## src/rtl/mem_axi_pkg.sv

```systemverilog
// mem_axi_pkg: direction enum, AXI response decode constants and default AXI4 struct types.
package mem_axi_pkg;

    typedef enum logic [1:0] {IDLE, RD, WR} dir_e;

    localparam int unsigned RESP_ERR_BIT = 1;
    localparam logic [1:0] BURST_INCR = 2'b01;

    // Default channel structs (Addr 32, Data 64, Id 2, User 1) for standalone use.
    typedef struct packed {
        logic [1:0]  id;
        logic [31:0] addr;
        logic [7:0]  len;
        logic [2:0]  size;
        logic [1:0]  burst;
        logic        lock;
        logic [3:0]  cache;
        logic [2:0]  prot;
        logic [3:0]  qos;
        logic [3:0]  region;
        logic [5:0]  atop;
        logic [0:0]  user;
    } axi_aw_chan_t;

    typedef struct packed {
        logic [63:0] data;
        logic [7:0]  strb;
        logic        last;
        logic [0:0]  user;
    } axi_w_chan_t;

    typedef struct packed {
        logic [1:0] id;
        logic [1:0] resp;
        logic [0:0] user;
    } axi_b_chan_t;

    typedef struct packed {
        logic [1:0]  id;
        logic [31:0] addr;
        logic [7:0]  len;
        logic [2:0]  size;
        logic [1:0]  burst;
        logic        lock;
        logic [3:0]  cache;
        logic [2:0]  prot;
        logic [3:0]  qos;
        logic [3:0]  region;
        logic [0:0]  user;
    } axi_ar_chan_t;

    typedef struct packed {
        logic [1:0]  id;
        logic [63:0] data;
        logic [1:0]  resp;
        logic        last;
        logic [0:0]  user;
    } axi_r_chan_t;

    typedef struct packed {
        axi_aw_chan_t aw;
        logic         aw_valid;
        axi_w_chan_t  w;
        logic         w_valid;
        logic         b_ready;
        axi_ar_chan_t ar;
        logic         ar_valid;
        logic         r_ready;
    } axi_req_default_t;

    typedef struct packed {
        logic        aw_ready;
        logic        ar_ready;
        logic        w_ready;
        logic        b_valid;
        axi_b_chan_t b;
        logic        r_valid;
        axi_r_chan_t r;
    } axi_rsp_default_t;

endpackage

```

## src/rtl/mem_to_axi_initiator.sv

```systemverilog
// mem_to_axi_initiator: bridges req/gnt/rvalid memory requests to single-beat AXI4 transactions.
module mem_to_axi_initiator
    import mem_axi_pkg::*;
#(
    parameter int unsigned          AddrWidth      = 32,
    parameter int unsigned          DataWidth      = 64,
    parameter int unsigned          IdWidth        = 2,
    parameter logic [IdWidth-1:0]   AxiId          = '0,
    parameter int unsigned          MaxOutstanding = 4,
    parameter type                  axi_req_t      = axi_req_default_t,
    parameter type                  axi_rsp_t      = axi_rsp_default_t
) (
    input  logic                   clk_i,
    input  logic                   rst_i,
    input  logic                   mem_req_i,
    output logic                   mem_gnt_o,
    input  logic [AddrWidth-1:0]   mem_addr_i,
    input  logic                   mem_we_i,
    input  logic [DataWidth-1:0]   mem_wdata_i,
    input  logic [DataWidth/8-1:0] mem_strb_i,
    output logic                   mem_rvalid_o,
    output logic [DataWidth-1:0]   mem_rdata_o,
    output logic                   mem_err_o,
    output logic                   busy_o,
    output axi_req_t               axi_req_o,
    input  axi_rsp_t               axi_rsp_i
);

    localparam int unsigned CntW = $clog2(MaxOutstanding + 1);
    localparam logic [2:0]  Size = 3'($clog2(DataWidth / 8));

    logic [CntW-1:0]      cnt_q, cnt_d;
    dir_e                 dir_q, dir_d;
    logic                 aw_done_q, aw_done_d, w_done_q, w_done_d;
    logic                 rvalid_q, rvalid_d, err_q, err_d;
    logic [DataWidth-1:0] rdata_q, rdata_d;
    logic                 not_full, rd_elig, wr_elig, ar_hs, aw_hs, w_hs, aw_fin, w_fin, wr_gnt, rsp_hs;
    logic                 unused_rsp;

    always_comb begin
        // A direction change waits for every outstanding response so one ID stays in order.
        not_full  = cnt_q < CntW'(MaxOutstanding);
        rd_elig   = ~rst_i & mem_req_i & ~mem_we_i & not_full & (dir_q != WR || cnt_q == '0);
        wr_elig   = ~rst_i & mem_req_i & mem_we_i & not_full & (dir_q != RD || cnt_q == '0);
        ar_hs     = rd_elig & axi_rsp_i.ar_ready;
        aw_hs     = wr_elig & ~aw_done_q & axi_rsp_i.aw_ready;
        w_hs      = wr_elig & ~w_done_q & axi_rsp_i.w_ready;
        aw_fin    = aw_done_q | aw_hs;
        w_fin     = w_done_q | w_hs;
        wr_gnt    = wr_elig & aw_fin & w_fin;
        mem_gnt_o = ar_hs | wr_gnt;
        rsp_hs    = axi_rsp_i.r_valid | axi_rsp_i.b_valid;
        cnt_d     = cnt_q + CntW'(mem_gnt_o) - CntW'(rsp_hs);
        dir_d     = mem_gnt_o ? (mem_we_i ? WR : RD) : (cnt_d == '0 ? IDLE : dir_q);
        aw_done_d = aw_fin & ~wr_gnt;
        w_done_d  = w_fin & ~wr_gnt;
        rvalid_d  = rsp_hs;
        rdata_d   = axi_rsp_i.r_valid ? axi_rsp_i.r.data : '0;
        err_d     = axi_rsp_i.r_valid ? axi_rsp_i.r.resp[RESP_ERR_BIT]
                                      : axi_rsp_i.b_valid & axi_rsp_i.b.resp[RESP_ERR_BIT];
        axi_req_o          = '0;
        axi_req_o.aw.id    = AxiId;
        axi_req_o.aw.addr  = mem_addr_i;
        axi_req_o.aw.size  = Size;
        axi_req_o.aw.burst = BURST_INCR;
        axi_req_o.aw_valid = wr_elig & ~aw_done_q;
        axi_req_o.w.data   = mem_wdata_i;
        axi_req_o.w.strb   = mem_strb_i;
        axi_req_o.w.last   = 1'b1;
        axi_req_o.w_valid  = wr_elig & ~w_done_q;
        axi_req_o.b_ready  = 1'b1;
        axi_req_o.ar.id    = AxiId;
        axi_req_o.ar.addr  = mem_addr_i;
        axi_req_o.ar.size  = Size;
        axi_req_o.ar.burst = BURST_INCR;
        axi_req_o.ar_valid = rd_elig;
        axi_req_o.r_ready  = 1'b1;
    end

    always_ff @(posedge clk_i) begin
        if (rst_i) begin
            cnt_q     <= '0;
            dir_q     <= IDLE;
            aw_done_q <= 1'b0;
            w_done_q  <= 1'b0;
            rvalid_q  <= 1'b0;
            rdata_q   <= '0;
            err_q     <= 1'b0;
        end else begin
            cnt_q     <= cnt_d;
            dir_q     <= dir_d;
            aw_done_q <= aw_done_d;
            w_done_q  <= w_done_d;
            rvalid_q  <= rvalid_d;
            rdata_q   <= rdata_d;
            err_q     <= err_d;
        end
    end

    assign mem_rvalid_o = rvalid_q;
    assign mem_rdata_o  = rdata_q;
    assign mem_err_o    = err_q;
    assign busy_o       = cnt_q != '0;
    assign unused_rsp   = ^{axi_rsp_i.b.id, axi_rsp_i.b.user, axi_rsp_i.b.resp[0], axi_rsp_i.r.id,
                            axi_rsp_i.r.resp[0], axi_rsp_i.r.last, axi_rsp_i.r.user};

`ifndef SYNTHESIS
    a_no_underflow: assert property (@(posedge clk_i) disable iff (rst_i)
        (axi_rsp_i.r_valid | axi_rsp_i.b_valid) |-> cnt_q != '0);
    a_r_dir: assert property (@(posedge clk_i) disable iff (rst_i) axi_rsp_i.r_valid |-> dir_q == RD);
    a_b_dir: assert property (@(posedge clk_i) disable iff (rst_i) axi_rsp_i.b_valid |-> dir_q == WR);
    a_stable: assert property (@(posedge clk_i) disable iff (rst_i) (mem_req_i && !mem_gnt_o) |=>
        (mem_req_i && $stable(mem_addr_i) && $stable(mem_we_i) && $stable(mem_wdata_i) && $stable(mem_strb_i)));
`endif

endmodule
```

## config.mk

```make
export PLATFORM = sky130hd
export DESIGN_NAME = mem_to_axi_initiator
export DESIGN_NICKNAME = d
export VERILOG_FILES = /design/src/rtl/mem_axi_pkg.sv /design/src/rtl/mem_to_axi_initiator.sv
export SDC_FILE = /design/constraint.sdc
export NUM_CORES = 1
export LEC_CHECK = 0
export CELL_PAD_IN_SITES_DETAIL_PLACEMENT = 1
export CELL_PAD_IN_SITES_GLOBAL_PLACEMENT = 1
export CORE_AREA = 2 2 182 184
export DETAILED_ROUTE_END_ITERATION = 12
export DIE_AREA = 0 0 184 186
export GPL_TIMING_DRIVEN = 0
export PLACE_DENSITY_LB_ADDON = 0.1
export SYNTH_ARGS = -nofsm -noshare
export SYNTH_HDL_FRONTEND = slang
export SYNTH_SLANG_ARGS = --single-unit
```

## constraint.sdc

```tcl
create_clock -name clk_i -period 3.48 [get_ports clk_i]
set_input_delay 0.696 -clock clk_i [delete_from_list [all_inputs] [get_ports clk_i]]
set_output_delay 0.696 -clock clk_i [all_outputs]
set_load 0.02 [all_outputs]
```

### Word-level counts from Yosys, hierarchy flattened

Cells that the tools add are included.

* register bits: 73
* latch bits: 0
* RAM bits: 0
* ROM bits: 0
* input port bits: 188
* output and inout bits: 281
* word-level logic and storage cells: 50
* memories kept: 0

* add/subtract/negate cells: 2
* $mul: 0
* divide/modulo/power cells: 0
* $lt $le $gt $ge: 1
* equal/unequal tests: 2
* shift operators: 0
* muxes and demuxes: 4
* bitwise operators: 27
* reductions and logical operators: 7

Operator list (number)
* 1-bit AND: 17
* 3-bit logical NOT: 2
* 2-bit 2-to-1 mux: 3
* 1-bit inverter: 6
* 1-bit OR: 4
* 3-bit by 1-bit adder with 3-bit output: 1
* 3-bit less-than comparator, second input constant: 1
* 3-bit nonzero test: 1
* 3-bit by 1-bit subtractor with 3-bit output: 1
* 1-bit logical OR: 2
* 2-bit by 1-bit != test with 1-bit output, second input constant: 1
* 2-bit != test, second input constant: 1
* 2-bit nonzero test: 1
* 2-bit OR reduction: 1
* 1-bit 2-to-1 mux: 1

### Depth between registers and ports, before layout

Gate-level depths: netlist of run 1.

* depth in word-level cells: 16
* gate-level depth with buffers: 10
* gate-level depth less buffers: 10

### Least setup slack after synthesis of run 1

Ideal clock, no wire load.

* kind: input to register
* from: input rst_i
* to: register dir_q[1]
* setup time: 0.116 ns
* arrival: 2.750 ns
* setup slack: 0.613 ns
* cell stages on the path: 10
* path buffers: 1
* cell sequence: buf_6 and4bb_2 o211a_1 a21o_1 ha_1 inv_1 fa_1 xor3_1 or2_1 a41o_1

* cells in the longest elaborated chain, start to end: 15
* elaborated cells between the ends (all ways): 23
* classes of those cells: add/sub (2); mux (1); bitwise (18); reduce/logical (2)

Ends and longest elaborated chain
* start: declaration: line mem_to_axi_initiator.sv:14 `input logic rst_i,`
* 1-bit inverter *: line mem_to_axi_initiator.sv:43, mem_to_axi_initiator.sv:44
* 1-bit AND *: line mem_to_axi_initiator.sv:43, mem_to_axi_initiator.sv:44
* 1-bit AND (3 in series): line mem_to_axi_initiator.sv:44 `wr_elig = ~rst_i & mem_req_i & mem_we_i & not_full & (dir_q != RD || cnt_q == '0);`
* 1-bit AND (2 in series): line mem_to_axi_initiator.sv:46 `aw_hs = wr_elig & ~aw_done_q & axi_rsp_i.aw_ready;`
* 1-bit OR: line mem_to_axi_initiator.sv:48 `aw_fin = aw_done_q | aw_hs;`
* 1-bit AND (2 in series): line mem_to_axi_initiator.sv:50 `wr_gnt = wr_elig & aw_fin & w_fin;`
* 1-bit OR *: line mem_to_axi_initiator.sv:51 `mem_gnt_o = ar_hs | wr_gnt;`
* named net mem_gnt_o: line mem_to_axi_initiator.sv:16 `output logic mem_gnt_o,`
* 3-bit by 1-bit adder with 3-bit output: line mem_to_axi_initiator.sv:53 `cnt_d = cnt_q + CntW'(mem_gnt_o) - CntW'(rsp_hs);`
* 3-bit by 1-bit subtractor with 3-bit output: line mem_to_axi_initiator.sv:53
* 3-bit logical NOT: line mem_to_axi_initiator.sv:54 `dir_d = mem_gnt_o ? (mem_we_i ? WR : RD) : (cnt_d == '0 ? IDLE : dir_q);`
* 2-bit nonzero test (no source line)
* end signal: assignment: line mem_to_axi_initiator.sv:91 `dir_q <= dir_d;`
* end: declaration: line mem_to_axi_initiator.sv:33 `dir_e dir_q, dir_d;`

Mark *: on every way through the listed nets, which the timed path passes. The rest lies on a longest branch.
A chain may end at the register's enable or synchronous reset.

### Final worst setup path of run 1

* from: input mem_we_i
* to: output mem_gnt_o

* cells in the longest elaborated chain, start to end: 9
* elaborated cells between the ends (all ways): 17
* classes of those cells: bitwise (17)

Ends and longest elaborated chain
* start: declaration: line mem_to_axi_initiator.sv:18 `input logic mem_we_i,`
* 1-bit AND (3 in series): line mem_to_axi_initiator.sv:44
* 1-bit AND (2 in series): line mem_to_axi_initiator.sv:46
* 1-bit OR: line mem_to_axi_initiator.sv:48
* 1-bit AND (2 in series): line mem_to_axi_initiator.sv:50
* 1-bit OR *: line mem_to_axi_initiator.sv:51
* end: declaration: line mem_to_axi_initiator.sv:16

Every way passes the cells marked *; elsewhere a longest branch is shown, timed or not.

==> results of run 1 <==
-- path summary, 6_finish.rpt --
| path | from | endpoint | slack, ps | depth (start not counted) |
|---|---|---|---|---|
| max | mem_we_i | mem_gnt_o | 260 | 5 |
| min | aw_done_q | aw_done_q | 500 | 2 |
| max reg2reg | cnt_q[1] | dir_q[1] | 940 | 9 |
| min reg2reg | aw_done_q | aw_done_q | 500 | 2 |
-- cells in the mapped netlist, types with 2 or more instances --
master / instances / share of area [%]
inv_1: 8 / 0.79
o21ai_1: 2 / 0.26
conb_1: 2 / 0.20
ha_1: 2 / 0.66
a211oi_1: 2 / 0.39
clkbuf_1: 6 / 0.59
buf_4: 211 / 42
dfxtp_1: 73 / 38
nor2_1: 7 / 0.69
nor2b_1: 2 / 0.33
nand2b_1: 2 / 0.33
o211a_1: 2 / 0.52
and2_1: 64 / 10
-- worst min-delay path, cell delays in order (launching register included) --
cell	delay, ps
dfxtp_1	340
inv_1	60
a211oi_1	50
-- metrics by stage --
| step | hold WS (ps) | area, µm² | setup slack, ps | util (%) |
|---|---|---|---|---|
| floorplan | 456 | 4090 | 613 | - |
| finish | 498 | 7710 | 263 | 23.9 |
| CTS | 505 | 7710 | 246 | 23.9 |
| global placement | 484 | 7400 | 213 | 23.0 |
| global route | 540 | 7710 | 192 | 23.9 |
| detailed placement | 494 | 7400 | 193 | 23.0 |
-- cells by family after synthesis --
kind of cell / share of synthesized area, %
flops: 38.3
fa+ha+maj: 1.18
simple gates: 13.3
compound gates: 2.82
buf+inv: 43.3
xor+xnor: 0.623
mux: 0.262
other cells: 0.197
-- registers in the layout, indices dropped and copies added (netlist names) --
name	count
mem_rdata_o	64
cnt_q	3
dir_q	2
aw_done_q	1
mem_err_o	1
mem_rvalid_o	1
w_done_q	1
-- layer usage --
metal  part of all wire [%]  vias up  GRT usage [%]
li1                       -     1669              -
met3                     14       10           4.83
met2                     54      244           16.1
met4                   0.94        0           2.40
met5                      0        -              0
met1                     31     1587           7.25
-- power breakdown --
group | switching (mW) | total [mW] | internal [mW]
registers | 0.0246 | 0.905 | 0.880
clock network | 0.401 | 0.985 | 0.584
logic | 0.394 | 0.884 | 0.490
-- cell type report --
| cell class | instances | share of cell area (%) |
|---|---|---|
| well taps | 408 | 6.62 |
| repair buffers | 280 | 36.3 |
| inverters | 8 | 0.389 |
| clock buffers | 10 | 3.10 |
| plain buffers | 219 | 21.0 |
| flip-flops and latches | 73 | 19.0 |
| clock inverters | 6 | 0.941 |
| multi-input cells | 173 | 12.6 |
==> impl_metrics.py, run 1 <==
metrics = {
    "status": {
        "status": "finished, final reports clean",
    },
    "setup_path": {
        "critPathMaxFanout": 4,
        "cp_num_buf_inv": 2,
        "path_delay_family": "buffers and inverters",
        "path_cells": "clkdlybuf4s50_1 > and4bb_2 > o211a_1 > a21o_1 > clkdlybuf4s50_1",
        "cp_common_cell": "clkdlybuf4s50_1",
        "slowest_stage": "clkdlybuf4s50_1",
        "critPathLaunchType": "primary input",
        "max_stage_delay_ps": 640,
        "crit_path_end_kind": "output pin",
        "critPathArrivalTime_ps": 2520,
        "required_ps": 2780,
        "path_class": "primary input to output pin",
    },
    "clocking": {
        "cts_setup_buffers": 0,
        "numCtsBuffers": 9,
        "clockBufferDepth": 2,
        "cts.sinks": 73,
        "htreeDepth": 3,
        "path_clk_slew_ps": 70,
        "clock_latency_ps": 340,
        "postCtsHoldBufs": 0,
        "cts_resized": 0,
        "cts_tree": "done",
        "cts_root_buffer": "clkbuf_16",
    },
    "cells_and_area": {
        "final_cell_mix": "280 x clkdlybuf4s50_1, 211 x buf_4, 74 x conb_1",
        "drive_gt1_share_pct": 30.3,
        "multi_input_area_um2": 972,
        "area_growth_pct": 102,
        "instances_no_fill": 1177,
        "nFillCells": 3752,
        "nets": 955,
        "regArea_um2": 1460,
        "final_common_cell": "clkdlybuf4s50_1",
        "diodes": 0,
    },
    "logic_synthesis": {
        "yosysWarnings": 0,
        "synth-seq-area-share_pct": 38.3,
        "netlist_instances": 401,
        "synth-seq-cells": 73,
        "async_flop_share_pct": 0,
        "syn_area_um2": 3820,
        "avgSynthCellArea_um2": 9.52,
        "synthFlopType": "dfxtp_1",
        "synth.distinct_cells": 31,
        "synth_enable_flop_cells": 0,
    },
    "grt": {
        "track_usage_pct": 8.35,
        "grt_max_degree": 15,
        "antenna_found_initial": 0,
        "grt_pass1_vias": 3691,
        "grt_overflow": 0,
        "grt_pass1_wl_um": 21200,
    },
    "sta": {
        "tightest_slew_ps": 493,
        "rsz0062_at_grt": "no",
        "setup_violations": 0,
        "slew_headroom_pct": 66.7,
        "fin_crit_sh_pct": 92.5,
        "min_period_ps": 3220,
        "worst_clock_skew_ps": 9.69,
        "finalHoldViolCount": 0,
        "clock.fmax_mhz": 311,
        "report.final.slew_viol_count": 0,
        "tns_ps": 0,
    },
    "place": {
        "dpl.cell_count": 1161,
        "io_buffers": 280,
        "gp_congestion": 0.733,
        "dpl.hpwl_um": 13800,
    },
    "routing": {
        "ant_nets": 0,
        "wl_um": 15700,
        "first_iter_violations": 32,
        "drt_drc_violations_left": 0,
        "viasPerCell": 2.98,
        "wire_per_inst_um": 13.3,
        "drt_pass1_iterations": 3,
        "route.vias.total": 3510,
    },
    "power_and_ir_drop": {
        "p_per_area_nw_per_um2": 360,
        "irDropWorstVdd_mv": 0.146,
        "leakage_nw": 3.47,
        "total_power_mw": 2.77,
    },
    "die": {
        "fp-row-count": 66,
        "die_y_um": 186,
        "die-area_um2": 34200,
        "initial_utilization_pct": 11.8,
        "die_w_um": 184,
        "core-area_um2": 32200,
        "num_io_pins": 469,
    },
    "worst_hold_path": {
        "hold_path.class": "flop to flop",
    },
    "job": {
        "cap_violations": 0,
    },
}
Note: power is estimated with default switching activity, not from simulation.
==> run 2: changes to the inputs <==
--- a/config.mk
+++ b/config.mk
@@ -12,6 +12,7 @@
 export DIE_AREA = 0 0 184 186
 export GPL_TIMING_DRIVEN = 0
 export PLACE_DENSITY_LB_ADDON = 0.1
+export SLEW_MARGIN = 20
 export SYNTH_ARGS = -nofsm -noshare
 export SYNTH_HDL_FRONTEND = slang
 export SYNTH_SLANG_ARGS = --single-unit
==> constraint.sdc (replaced) <==
create_clock -name clk_i -period 3.25 [get_ports clk_i]
set_input_delay 0.65 -clock clk_i [delete_from_list [all_inputs] [get_ports clk_i]]
set_output_delay 0.65 -clock clk_i [all_outputs]
set_load 0.02 [all_outputs]
==> results of run 2 <==
Same layout as run 1 (identical final DEF). Status: finished, final reports clean.
Main changes from that run: setup slack after placement 193 ps -> 8.51 ps; setup slack after layout 263 ps -> 125 ps; register-to-register setup slack 940 ps -> 710 ps; total power 2.77 mW -> 2.97 mW; worst IR drop on VDD 0.146 mV -> 0.157 mV
